--- src/rtl/apa102_frame_rx.sv ---
// APA102 two-wire stream receiver: oversamples sclk/sdata, locks on the all-zero
// start frame and decodes 32-bit LED words into brightness/B/G/R with a pixel index.
module apa102_frame_rx #(
    parameter int NUM_LEDS = 64,
    parameter int IDX_W    = 6,
    parameter int TIMEOUT  = 4096
) (
    input  logic             clk,
    input  logic             reset,
    input  logic             sclk_in,
    input  logic             sdata_in,
    output logic             pix_valid,
    output logic [IDX_W-1:0] pix_idx,
    output logic [4:0]       pix_bright,
    output logic [7:0]       pix_b,
    output logic [7:0]       pix_g,
    output logic [7:0]       pix_r,
    output logic             frame_done,
    output logic             hdr_err,
    output logic             frame_err,
    output logic             locked
);

    localparam int                 TMO_W    = $clog2(TIMEOUT + 1);
    localparam logic [IDX_W-1:0]   LAST_IDX = IDX_W'(NUM_LEDS - 1);
    localparam logic [TMO_W-1:0]   TMO_LAST = TMO_W'(TIMEOUT - 1);

    typedef enum logic {
        HUNT = 1'b0,
        WORD = 1'b1
    } state_t;

    // Input conditioning
    logic r_sclk_s1, r_sclk_s2, r_sclk_s3;
    logic r_sdata_s1, r_sdata_s2;

    // Receiver state
    state_t           r_state;
    logic [4:0]       r_zero_cnt;
    logic [4:0]       r_bit_cnt;
    logic [30:0]      r_shift;
    logic [IDX_W-1:0] r_idx;
    logic [TMO_W-1:0] r_tmo;

    // Registered outputs
    logic             r_pix_valid;
    logic [IDX_W-1:0] r_pix_idx;
    logic [4:0]       r_pix_bright;
    logic [7:0]       r_pix_b, r_pix_g, r_pix_r;
    logic             r_frame_done, r_hdr_err, r_frame_err;

    // Next-state values
    state_t           w_state_nx;
    logic [4:0]       w_zero_nx;
    logic [4:0]       w_bit_nx;
    logic [30:0]      w_shift_nx;
    logic [IDX_W-1:0] w_idx_nx;
    logic [TMO_W-1:0] w_tmo_nx;
    logic             w_valid_nx, w_done_nx, w_hdr_nx, w_ferr_nx;

    logic             w_rise;
    logic             w_bit;
    logic [31:0]      w_word;

    // The third sclk flop gives a one-clk rising-edge strobe aligned with sdata s2.
    always_ff @(posedge clk) begin
        if (reset) begin
            r_sclk_s1  <= 1'b0;
            r_sclk_s2  <= 1'b0;
            r_sclk_s3  <= 1'b0;
            r_sdata_s1 <= 1'b0;
            r_sdata_s2 <= 1'b0;
        end else begin
            // NOTE: non-blocking here so every flop samples the previous-cycle value.
            r_sclk_s1  <= sclk_in;
            r_sclk_s2  <= r_sclk_s1;
            r_sclk_s3  <= r_sclk_s2;
            r_sdata_s1 <= sdata_in;
            r_sdata_s2 <= r_sdata_s1;
        end
    end

    assign w_rise = r_sclk_s2 & ~r_sclk_s3;
    assign w_bit  = r_sdata_s2;
    assign w_word = {r_shift, w_bit};

    always_comb begin
        // NOTE: every output of this block gets a default first so no path infers a latch.
        w_state_nx = r_state;
        w_zero_nx  = r_zero_cnt;
        w_bit_nx   = r_bit_cnt;
        w_shift_nx = r_shift;
        w_idx_nx   = r_idx;
        w_tmo_nx   = r_tmo;
        w_valid_nx = 1'b0;
        w_done_nx  = 1'b0;
        w_hdr_nx   = 1'b0;
        w_ferr_nx  = 1'b0;

        case (r_state)
            HUNT: begin
                w_tmo_nx = '0;
                if (w_rise) begin
                    if (w_bit) begin
                        w_zero_nx = '0;
                    end else if (r_zero_cnt == 5'd31) begin
                        w_state_nx = WORD;
                        w_zero_nx  = '0;
                        w_bit_nx   = '0;
                        w_idx_nx   = '0;
                    end else begin
                        w_zero_nx = r_zero_cnt + 5'd1;
                    end
                end
            end

            WORD: begin
                if (w_rise) begin
                    w_tmo_nx   = '0;
                    w_shift_nx = w_word[30:0];
                    if (r_bit_cnt == 5'd31) begin
                        w_bit_nx = '0;
                        if (w_word[31:29] == 3'b111) begin
                            w_valid_nx = 1'b1;
                            if (r_idx == LAST_IDX) begin
                                w_done_nx  = 1'b1;
                                w_state_nx = HUNT;
                                w_zero_nx  = '0;
                                w_idx_nx   = '0;
                            end else begin
                                w_idx_nx = r_idx + 1'b1;
                            end
                        end else if (w_word == '0) begin
                            // An all-zero word restarts the frame; only a restart mid-frame is an error.
                            w_ferr_nx = (r_idx != '0);
                            w_idx_nx  = '0;
                        end else begin
                            w_hdr_nx   = 1'b1;
                            w_state_nx = HUNT;
                            w_zero_nx  = '0;
                        end
                    end else begin
                        w_bit_nx = r_bit_cnt + 5'd1;
                    end
                end else if (r_tmo == TMO_LAST) begin
                    w_ferr_nx  = (r_bit_cnt != '0) || (r_idx != '0);
                    w_state_nx = HUNT;
                    w_zero_nx  = '0;
                    w_bit_nx   = '0;
                    w_idx_nx   = '0;
                    w_tmo_nx   = '0;
                end else begin
                    w_tmo_nx = r_tmo + 1'b1;
                end
            end

            default: w_state_nx = HUNT;
        endcase
    end

    always_ff @(posedge clk) begin
        if (reset) begin
            r_state      <= HUNT;
            r_zero_cnt   <= '0;
            r_bit_cnt    <= '0;
            r_shift      <= '0;
            r_idx        <= '0;
            r_tmo        <= '0;
            r_pix_valid  <= 1'b0;
            r_pix_idx    <= '0;
            r_pix_bright <= '0;
            r_pix_b      <= '0;
            r_pix_g      <= '0;
            r_pix_r      <= '0;
            r_frame_done <= 1'b0;
            r_hdr_err    <= 1'b0;
            r_frame_err  <= 1'b0;
        end else begin
            r_state      <= w_state_nx;
            r_zero_cnt   <= w_zero_nx;
            r_bit_cnt    <= w_bit_nx;
            r_shift      <= w_shift_nx;
            r_idx        <= w_idx_nx;
            r_tmo        <= w_tmo_nx;
            r_pix_valid  <= w_valid_nx;
            r_frame_done <= w_done_nx;
            r_hdr_err    <= w_hdr_nx;
            r_frame_err  <= w_ferr_nx;
            if (w_valid_nx) begin
                r_pix_idx    <= r_idx;
                r_pix_bright <= w_word[28:24];
                r_pix_b      <= w_word[23:16];
                r_pix_g      <= w_word[15:8];
                r_pix_r      <= w_word[7:0];
            end
        end
    end

    assign pix_valid  = r_pix_valid;
    assign pix_idx    = r_pix_idx;
    assign pix_bright = r_pix_bright;
    assign pix_b      = r_pix_b;
    assign pix_g      = r_pix_g;
    assign pix_r      = r_pix_r;
    assign frame_done = r_frame_done;
    assign hdr_err    = r_hdr_err;
    assign frame_err  = r_frame_err;
    assign locked     = (r_state == WORD);

endmodule
--- config.mk ---
export PLATFORM = sky130hd
export DESIGN_NAME = apa102_frame_rx
export DESIGN_NICKNAME = d
export VERILOG_FILES = /design/src/rtl/apa102_frame_rx.sv
export SDC_FILE = /design/constraint.sdc
export NUM_CORES = 1
export LEC_CHECK = 0
export BUFFER_PORTS_ARGS = -buffer_cell sky130_fd_sc_hd__buf_2
export CORE_MARGIN = 3
export CORE_UTILIZATION = 45
export CTS_CLUSTER_SIZE = 8
export DETAILED_ROUTE_END_ITERATION = 16
export GPL_TIMING_DRIVEN = 0
export PLACE_DENSITY = 0.7
export SLEW_MARGIN = 25
export SYNTH_ARGS = -nofsm -noshare
export SYNTH_HDL_FRONTEND = slang
export SYNTH_SLANG_ARGS = --single-unit
--- constraint.sdc ---
create_clock -name clk -period 5.4 [get_ports clk]
set_clock_uncertainty 0.15 [all_clocks]
set_input_delay 1.62 -clock clk [delete_from_list [all_inputs] [get_ports clk]]
set_output_delay 1.62 -clock clk [all_outputs]
set_load 0.05 [all_outputs]
==> results.yml, run 1 <==
clock_tree:
  clock_latency_ns: 0.37
  clockBufferDepth: 2
  clk_pin_slew_ns: 0.10
  postCtsHoldBufs: 0
  cts_resized: 0
  cts_setup_buffers: 0
  cts_tree: "done"
  clkSinkCount: 105
  cts_buffers: 9
  htree_levels: 3
  cts_root_buffer: "clkbuf_8"
final_layout:
  postLayoutCoreUtil_pct: 53.5
  drive_gt1_share_pct: 12.7
  fillCellCount: 853
  final_cell_mix: "nand2_1 (149), dfxtp_1 (105), a21oi_1 (69), buf_2 (48), nor2_1 (25)"
  final_common_cell: "nand2_1"
  seq_area_um2: 2100
  syn2layout_area_growth_pct: 13.8
  multi_input_area_um2: 1900
  nNetsFinal: 575
  num_antenna_cells: 0
setup_path:
  max_stage_delay_ns: 0.38
  worstSetupPathType: "flip-flop to output pin"
  cp_max_fo: 2
  startpoint_type: "flip-flop"
  path_cells: "buf_2"
  worstPathArrival_ns: 1.03
  cpMaxStageDelayCell: "dfxtp_1"
  critPathTopFamily: "flip-flops"
  cp_data_required_time_ns: 3.63
  cp_num_buf_inv: 1
  worstSetupEndpointType: "output pin"
power:
  power_density_nw_per_um2: 283
  ir_drop_mv: 0.157
  p_leak_nw: 1.76
detailed_routing:
  vias: 3565
  viasPerCell: 5.28
  drt-total-wl_um: 9090
  drtIter0Drc: 163
  dr.pass1.iters: 4
  ant_nets: 0
  avgRoutedWirePerCell_um: 13.5
  drc_errors: 0
global_routing:
  grt_max_degree: 19
  grt_util_met3_pct: 3.89
  grt_pass1_vias: 3389
  grt_pass1_wl_um: 15400
  grt_use_met1_pct: 25.4
  busiest_layer: "met2"
  grt-ovfl-total: 0
  antenna_found_initial: 0
  grt_util_all_layers_pct: 18.4
  met2_usage_pct: 29.1
timing:
  finalCritPeriodShare_pct: 51.9
  fin_tns_setup_ns: 0
  finalSetupViolCount: 0
  period_needed_ns: 2.80
  worst_slew_pin_slew_ns: 0.771
  hold_viol: 0
  finalMaxSlewViolations: 0
  rsz0062_at_grt: "no"
  fmaxAchievable_mhz: 357
  relSlewSlack_pct: 48.5
floorplan:
  fp.dieW_um: 102
  rows: 34
  start_util_pct: 47.0
  die_h_um: 102
  ios: 44
  core_um2: 8850
  die_area_um2: 10400
yosys:
  ys_types: 49
  syn_nets: 521
  ys_ff_latch: 105
  synth-seq-area-share_pct: 50.6
  ys.warnings.count: 0
  syn_avg_cell_area_um2: 8.17
  synth_edf_count: 0
  synth-main-ff-cell: "dfxtp_1"
  synth-async-reset-ratio_pct: 0
  syn_inst: 509
  syn_area_um2: 4160
run:
  maxCapViolations: 0
place:
  portBuffers: 43
  hpwlAfterDp_um: 6610
  gp_congestion: 0.838
min_path:
  hp-class: "flip-flop to flip-flop"
run_status:
  status: "finished clean"
## cell type report
cell class / instances / area share (%)
multi-input combinational: 365 / 40.2
clock inverter: 6 / 2.09
inverter: 9 / 0.714
clock buffer: 9 / 2.62
timing repair buffer: 43 / 4.55
sequential: 105 / 44.4
buffer: 30 / 2.51
tap: 108 / 2.86
## cell families (layout without fill, tap and decap cells)
logic type,after synthesis,count (layout),synth area share [%]
and+or+nand+nor,244,244,26.8
DFF,105,105,50.6
AOI/OAI and AO/OA,101,101,13.9
buffers and inverters,39,97,3.67
xor gates and xnor gates,10,10,2.11
adders and majority gates,8,8,2.41
muxes,2,2,0.482
## final timing paths
check,startpoint,slack [ns],endpoint,cells past startpoint
setup / recovery,pix_idx[3]$_SDFFE_PP0P_,2.60,pix_idx[3],1
hold / removal,r_sclk_s1$_SDFF_PP0_,0.29,r_sclk_s2$_SDFF_PP0_,1
hold reg to reg,r_sclk_s1$_SDFF_PP0_,0.29,r_sclk_s2$_SDFF_PP0_,1
setup reg to reg,r_zero_cnt[0]$_SDFFE_PP0P_,2.80,r_idx[4]$_SDFFE_PP0P_,8
## registers in the layout (all words and copies together) (netlist names), 6 cells and up
name,cells
r_idx,6
r_shift,31
pix_g,8
r_tmo,13
pix_idx,6
pix_r,8
pix_b,8
## metal layers
metal,vias up,wire (um),share of wire (%)
met3,8,336,3.7
met2,72,4200,46
met1,1645,4430,49
met5,-,0,0
met4,0,120,1.3
li1,1840,-,-
## report_power, final
part           switching, mW  internal [mW]
combinational         0.0160        0.00505
clock                  0.274          0.267
sequential           0.00179          0.776
## stage by stage
step,cell area (um2),hold slack (ns),cells,power [mW],worst slack [ns]
2_1_floorplan,4160,0.264,509,0.808,2.76
3_3_place_gp,4510,0.268,660,0.816,2.29
3_5_place_dp,4510,0.273,660,0.817,2.29
4_1_cts,4730,0.294,675,1.35,2.59
5_1_grt,4730,0.318,675,1.38,2.58
6_report,4730,0.295,675,1.34,2.60
## cell usage after synthesis, drive strengths merged (6+ instances only)
cell type | count | area (um2)
a21oi | 69 | 345
and3 | 10 | 62.6
buf | 13 | 55.1
clkbuf | 17 | 63.8
dfxtp | 105 | 2100
ha | 8 | 100
inv | 9 | 33.8
nand2 | 149 | 559
nand3 | 10 | 55.1
nand4 | 7 | 50.1
nor2 | 25 | 93.8
nor2b | 6 | 37.5
nor4 | 15 | 109
o21ai | 6 | 30.0
(Power assumes the default switching activity.)
==> inputs of run 2 (changes only) <==
- clock period: 5.4 -> 2.77 ns (I/O delays scaled with it)
==> run 2 against run 1 <==
- clock power is 94% higher
- power is 95% higher
- worst hold slack worse by 0.0029 ns
- register-to-register slack worse by 2.6 ns
- flip-flop and latch count stayed put
- sequential share of layout area is 0.11 points lower
- global-route usage stayed put
- setup slack worse by 2.4 ns
- combinational power is 94% higher
- sequential power is 95% higher
- utilization is 0.13 points higher
- first-iteration DRC count is 11% higher
- critical endpoint is now r_idx[4]$_SDFFE_PP0P_
- largest cell class unchanged
==> results.yml, run 2 (same netlist as run 1, synthesis figures left out) <==
detailed_routing:
  viasPerCell: 5.29
  avgRoutedWirePerCell_um: 13.5
  drc_errors: 0
  drtIter0Drc: 181
  dr.pass1.iters: 4
  drt-total-wl_um: 9080
  vias: 3571
  ant_nets: 0
final_layout:
  seq_area_um2: 2100
  regMostFlops: "r_shift"
  final_cell_mix: "nand2_1 (149), dfxtp_1 (105), a21oi_1 (69), buf_2 (48), nor2_1 (25)"
  syn2layout_area_growth_pct: 14.1
  postLayoutCoreUtil_pct: 53.6
  num_antenna_cells: 0
  reg.largest.list: "r_shift (31), r_tmo (13)"
  largest_reg_flops: 31
  fin_cells: 675
  fillCellCount: 852
  nNetsFinal: 575
  multi_input_area_um2: 1910
  drive_gt1_share_pct: 13.1
  final_common_cell: "nand2_1"
place:
  gp_congestion: 0.838
  portBuffers: 43
  hpwlAfterDp_um: 6610
  placed_cells_incl_taps: 660
timing:
  hold_slack_ns: 0.292
  fmaxAchievable_mhz: 393
  period_needed_ns: 2.54
  rsz0062_at_grt: "no"
  fin_tns_setup_ns: 0
  finalSetupViolCount: 0
  relSlewSlack_pct: 48.1
  finalMaxSlewViolations: 0
  worst_slew_pin_slew_ns: 0.776
  hold_viol: 0
  finalCritPeriodShare_pct: 91.8
clock_tree:
  postCtsHoldBufs: 0
  clockBufferDepth: 2
  clk_pin_slew_ns: 0.10
  cts_root_buffer: "clkbuf_8"
  clock_latency_ns: 0.37
  htree_levels: 3
  cts_buffers: 9
  clkSinkCount: 105
  cts_tree: "done"
setup_path:
  worstPathArrival_ns: 2.70
  reg2reg_slack_ns: 0.23
  endpoint: "r_idx[4]$_SDFFE_PP0P_"
  reg2reg_depth: 8
  cp_max_fo: 6
  worstSetupPathType: "flip-flop to flip-flop"
  cp-startpoint: "r_zero_cnt[0]$_SDFFE_PP0P_"
  cp_data_required_time_ns: 2.92
  worstSetupEndpointType: "flip-flop"
  startpoint_type: "flip-flop"
  r2r-end: "r_idx[4]$_SDFFE_PP0P_"
  r2r_start: "r_zero_cnt[0]$_SDFFE_PP0P_"
power:
  power_density_nw_per_um2: 550
  p_leak_nw: 1.76
  ir_drop_mv: 0.305
min_path:
  hp-class: "flip-flop to flip-flop"
floorplan:
  rows: 34
  core_um2: 8850
  ios: 44
  start_util_pct: 47.0
  die_area_um2: 10400
  fp.dieW_um: 102
  die_h_um: 102
global_routing:
  grt_util_all_layers_pct: 18.4
  grt_max_degree: 19
  grt-ovfl-total: 0
  grt_pass1_vias: 3389
  antenna_found_initial: 0
  grt_pass1_wl_um: 15400
run:
  maxCapViolations: 0
run_status:
  status: "finished clean"
## run 2: cell count changes in the layout (fill, tap and decap cells not counted)
cell	before	now
nand3_2	1	2
nor4bb_2	0	1
nor4bb_1	1	0
nand3_1	9	8
## run 2: critical path: stages, from the launching register on
cell	delay, ns
dfxtp_1	0.39
ha_1	0.19
and3_1	0.16
ha_1	0.23
nor4bb_2	0.27
o22ai_1	0.15
o21bai_2	0.27
or4_1	0.50
a31oi_1	0.17
## run 2: final cells by class
| type | count | area share [%] |
|---|---|---|
| inverter | 9 | 0.712 |
| buffer | 30 | 2.51 |
| timing repair buffer | 43 | 4.54 |
| clock buffer | 9 | 2.61 |
| tap | 108 | 2.85 |
| sequential | 105 | 44.3 |
| multi-input combinational | 365 | 40.4 |
| clock inverter | 6 | 2.08 |
## run 2: power breakdown
| part | total (mW) | leakage (nW) | switching [mW] | internal, mW |
|---|---|---|---|---|
| registers | 1.52 | 0.846 | 0.00367 | 1.51 |
| logic | 0.0408 | 0.803 | 0.0309 | 0.00995 |
| clock network | 1.05 | 0.110 | 0.531 | 0.520 |
## run 2: through the flow
step | setup slack (ns) | power (mW) | cell area (um2)
after floorplan | 0.469 | 1.58 | 4160
after global placement | 0.238 | 1.59 | 4510
after detailed placement | 0.212 | 1.59 | 4510
after CTS | 0.185 | 2.63 | 4730
after global routing | 0.0277 | 2.70 | 4740
final | 0.227 | 2.61 | 4740
## run 2: how the worst min path moves through the flow
stage,slack [ns],from,end,cells past startpoint
final,0.29,r_sclk_s1$_SDFF_PP0_,r_sclk_s2$_SDFF_PP0_,1
after global routing,0.32,r_sclk_s1$_SDFF_PP0_,r_sclk_s2$_SDFF_PP0_,1
after CTS,0.29,r_sclk_s1$_SDFF_PP0_,r_sclk_s2$_SDFF_PP0_,1
after detailed placement,0.27,r_sclk_s1$_SDFF_PP0_,r_sclk_s2$_SDFF_PP0_,1
after global placement,0.27,r_sdata_s1$_SDFF_PP0_,r_sdata_s2$_SDFF_PP0_,1
after floorplan,0.26,r_sclk_s1$_SDFF_PP0_,r_sclk_s2$_SDFF_PP0_,1
## run 2: timing repair
action                                  in CTS  in global routing
resized for setup                            0                  2
hold endpoints to repair                     0                  0
endpoints found under the setup margin       0                  2
buffers inserted                             0                  0
## run 2: metal layers
| metal | part of all wire [%] | global-route usage [%] | vias up | routed length [um] |
|---|---|---|---|---|
| li1 | - | - | 1839 | - |
| met1 | 48 | 25.4 | 1650 | 4370 |
| met2 | 46 | 29.1 | 68 | 4210 |
| met3 | 3.9 | 3.89 | 14 | 356 |
| met4 | 1.6 | 5.75 | 0 | 148 |
| met5 | 0 | 0 | - | 0 |
==> inputs of run 3 (changes only) <==
- CTS_CLUSTER_DIAMETER: unset -> 40
- PLACE_DENSITY: 0.7 -> 0.69
- clock period: 2.77 -> 3 ns (I/O delays scaled with it)
==> run 3 against run 2 <==
- critical endpoint is now frame_done$_SDFF_PP0_
- clock power down 21%
- wire length up 3.1%
- critical path depth down 1
- sequential power down 8%
- largest cell class unchanged
- cell count up 0.15%
==> results.yml, run 3 (same netlist as run 1, synthesis figures left out) <==
final_layout:
  syn2layout_area_growth_pct: 12.9
  final_cell_mix: "nand2_1 (149), dfxtp_1 (105), a21oi_1 (69), buf_2 (48), nor2_1 (25)"
  reg.largest.list: "r_shift (31), r_tmo (13)"
  largest_reg_flops: 31
  postLayoutCoreUtil_pct: 53.0
  nNetsFinal: 575
  regMostFlops: "r_shift"
  num_antenna_cells: 0
  final_common_cell: "nand2_1"
  final_cell_area_um2: 4690
  fin_cells: 676
  drive_gt1_share_pct: 12.7
global_routing:
  grt_max_degree: 20
  antenna_found_initial: 0
  busiest_layer: "met2"
  grt_util_met3_pct: 2.46
  grt_pass1_wl_um: 15400
  met2_usage_pct: 29.5
  grt_util_all_layers_pct: 18.3
  grt_use_met1_pct: 24.7
  grt_pass1_vias: 3360
  grt-ovfl-total: 0
detailed_routing:
  drtIter0Drc: 168
  viasPerCell: 5.41
  avgRoutedWirePerCell_um: 13.9
  ant_nets: 0
  dr.pass1.iters: 5
  drc_errors: 0
  drt-total-wl_um: 9360
  vias: 3657
timing:
  hold_slack_ns: 0.294
  rsz0062_at_grt: "no"
  finalMaxSlewViolations: 0
  relSlewSlack_pct: 49.0
  finalSetupViolCount: 0
  period_needed_ns: 2.65
  finalCritPeriodShare_pct: 88.5
  fin_tns_setup_ns: 0
  worst_slew_pin_slew_ns: 0.763
  hold_viol: 0
  fmaxAchievable_mhz: 377
floorplan:
  rows: 34
  fp.dieW_um: 102
  die_area_um2: 10400
  core_um2: 8850
  ios: 44
  die_h_um: 102
  start_util_pct: 47.0
place:
  hpwlAfterDp_um: 6700
  portBuffers: 43
  placed_cells_incl_taps: 660
  gp_congestion: 0.838
  place_area_um2: 4510
clock_tree:
  clk_pin_slew_ns: 0.10
  cts_setup_buffers: 0
  clockBufferDepth: 2
  cts_resized: 0
  cts_buffers: 9
  cts_root_buffer: "clkbuf_8"
  clkSinkCount: 105
  htree_levels: 3
  cts_tree: "done"
  postCtsHoldBufs: 0
  clock_latency_ns: 0.37
setup_path:
  startpoint_type: "flip-flop"
  worstSetupPathType: "flip-flop to flip-flop"
  cp_data_required_time_ns: 3.09
  worstSetupEndpointType: "flip-flop"
  cp_max_fo: 10
  worstPathArrival_ns: 2.74
min_path:
  hp-class: "flip-flop to flip-flop"
power:
  netSwitchingFraction_pct: 23.9
  power_density_nw_per_um2: 484
  power_frac_seq_pct: 61.6
  p_leak_nw: 1.74
  p_switching_mw: 0.543
  ir_drop_mv: 0.216
  p_clk_share_pct: 36.7
  p_int_mw: 1.73
  p_comb_share_pct: 1.7
run:
  maxCapViolations: 0
run_status:
  status: "finished clean"
==> run 3: cell types whose count changed in the layout (fill, tap and decap cells not counted) <==
cell,change
bufinv_16,-2
clkbuf_1,+1
clkinvlp_4,+1
inv_8,+1
nand3_1,+1
nand3_2,-1
nor4bb_1,+1
nor4bb_2,-1
==> run 3: final timing paths <==
kind	end	slack [ns]	startpoint	depth (start not counted)
worst min register to register	r_sdata_s2$_SDFF_PP0_	0.29	r_sdata_s1$_SDFF_PP0_	1
worst max register to register	frame_done$_SDFF_PP0_	0.35	r_bit_cnt[0]$_SDFFE_PP0P_	7
worst min-delay path	r_sdata_s2$_SDFF_PP0_	0.29	r_sdata_s1$_SDFF_PP0_	1
worst max-delay path	frame_done$_SDFF_PP0_	0.35	r_bit_cnt[0]$_SDFFE_PP0P_	7
==> run 3: worst max-delay path, stage by stage (launching register included) <==
cell and delay, ns:
dfxtp_1 0.41, ha_1 0.21, and3_1 0.17, ha_1 0.15, clkbuf_1 0.31, nand3_1 0.40
clkbuf_1 0.37, nor4_1 0.35
==> run 3: layout make-up <==
type	instances	area (um2)
tap	108	135
clock inverter	6	57.6
timing repair buffer	43	215
buffer	30	119
fill	862	4160
multi-input combinational	365	1900
sequential	105	2100
clock buffer	10	128
inverter	9	33.8
==> run 3: metal layers <==
layer	up-vias	part of all wire, %
li1	1839	-
met1	1719	48
met2	83	46
met3	16	4.1
met4	0	2.0
met5	-	0
==> run 3: power groups by stage <==
stage / sequential (mW) / clock, mW / combinational (mW)
6_report: 1.40 / 0.834 / 0.0375
5_1_grt: 1.40 / 0.912 / 0.0416
4_1_cts: 1.40 / 0.860 / 0.0376
3_5_place_dp: 1.43 / 0 / 0.0375
3_3_place_gp: 1.43 / 0 / 0.0369
2_1_floorplan: 1.43 / 0 / 0.0244
==> run 3: stage by stage <==
step,power [mW],setup slack (ns)
2_1_floorplan,1.46,0.699
3_3_place_gp,1.47,0.468
3_5_place_dp,1.47,0.450
4_1_cts,2.30,0.404
5_1_grt,2.35,0.0905
6_report,2.27,0.346
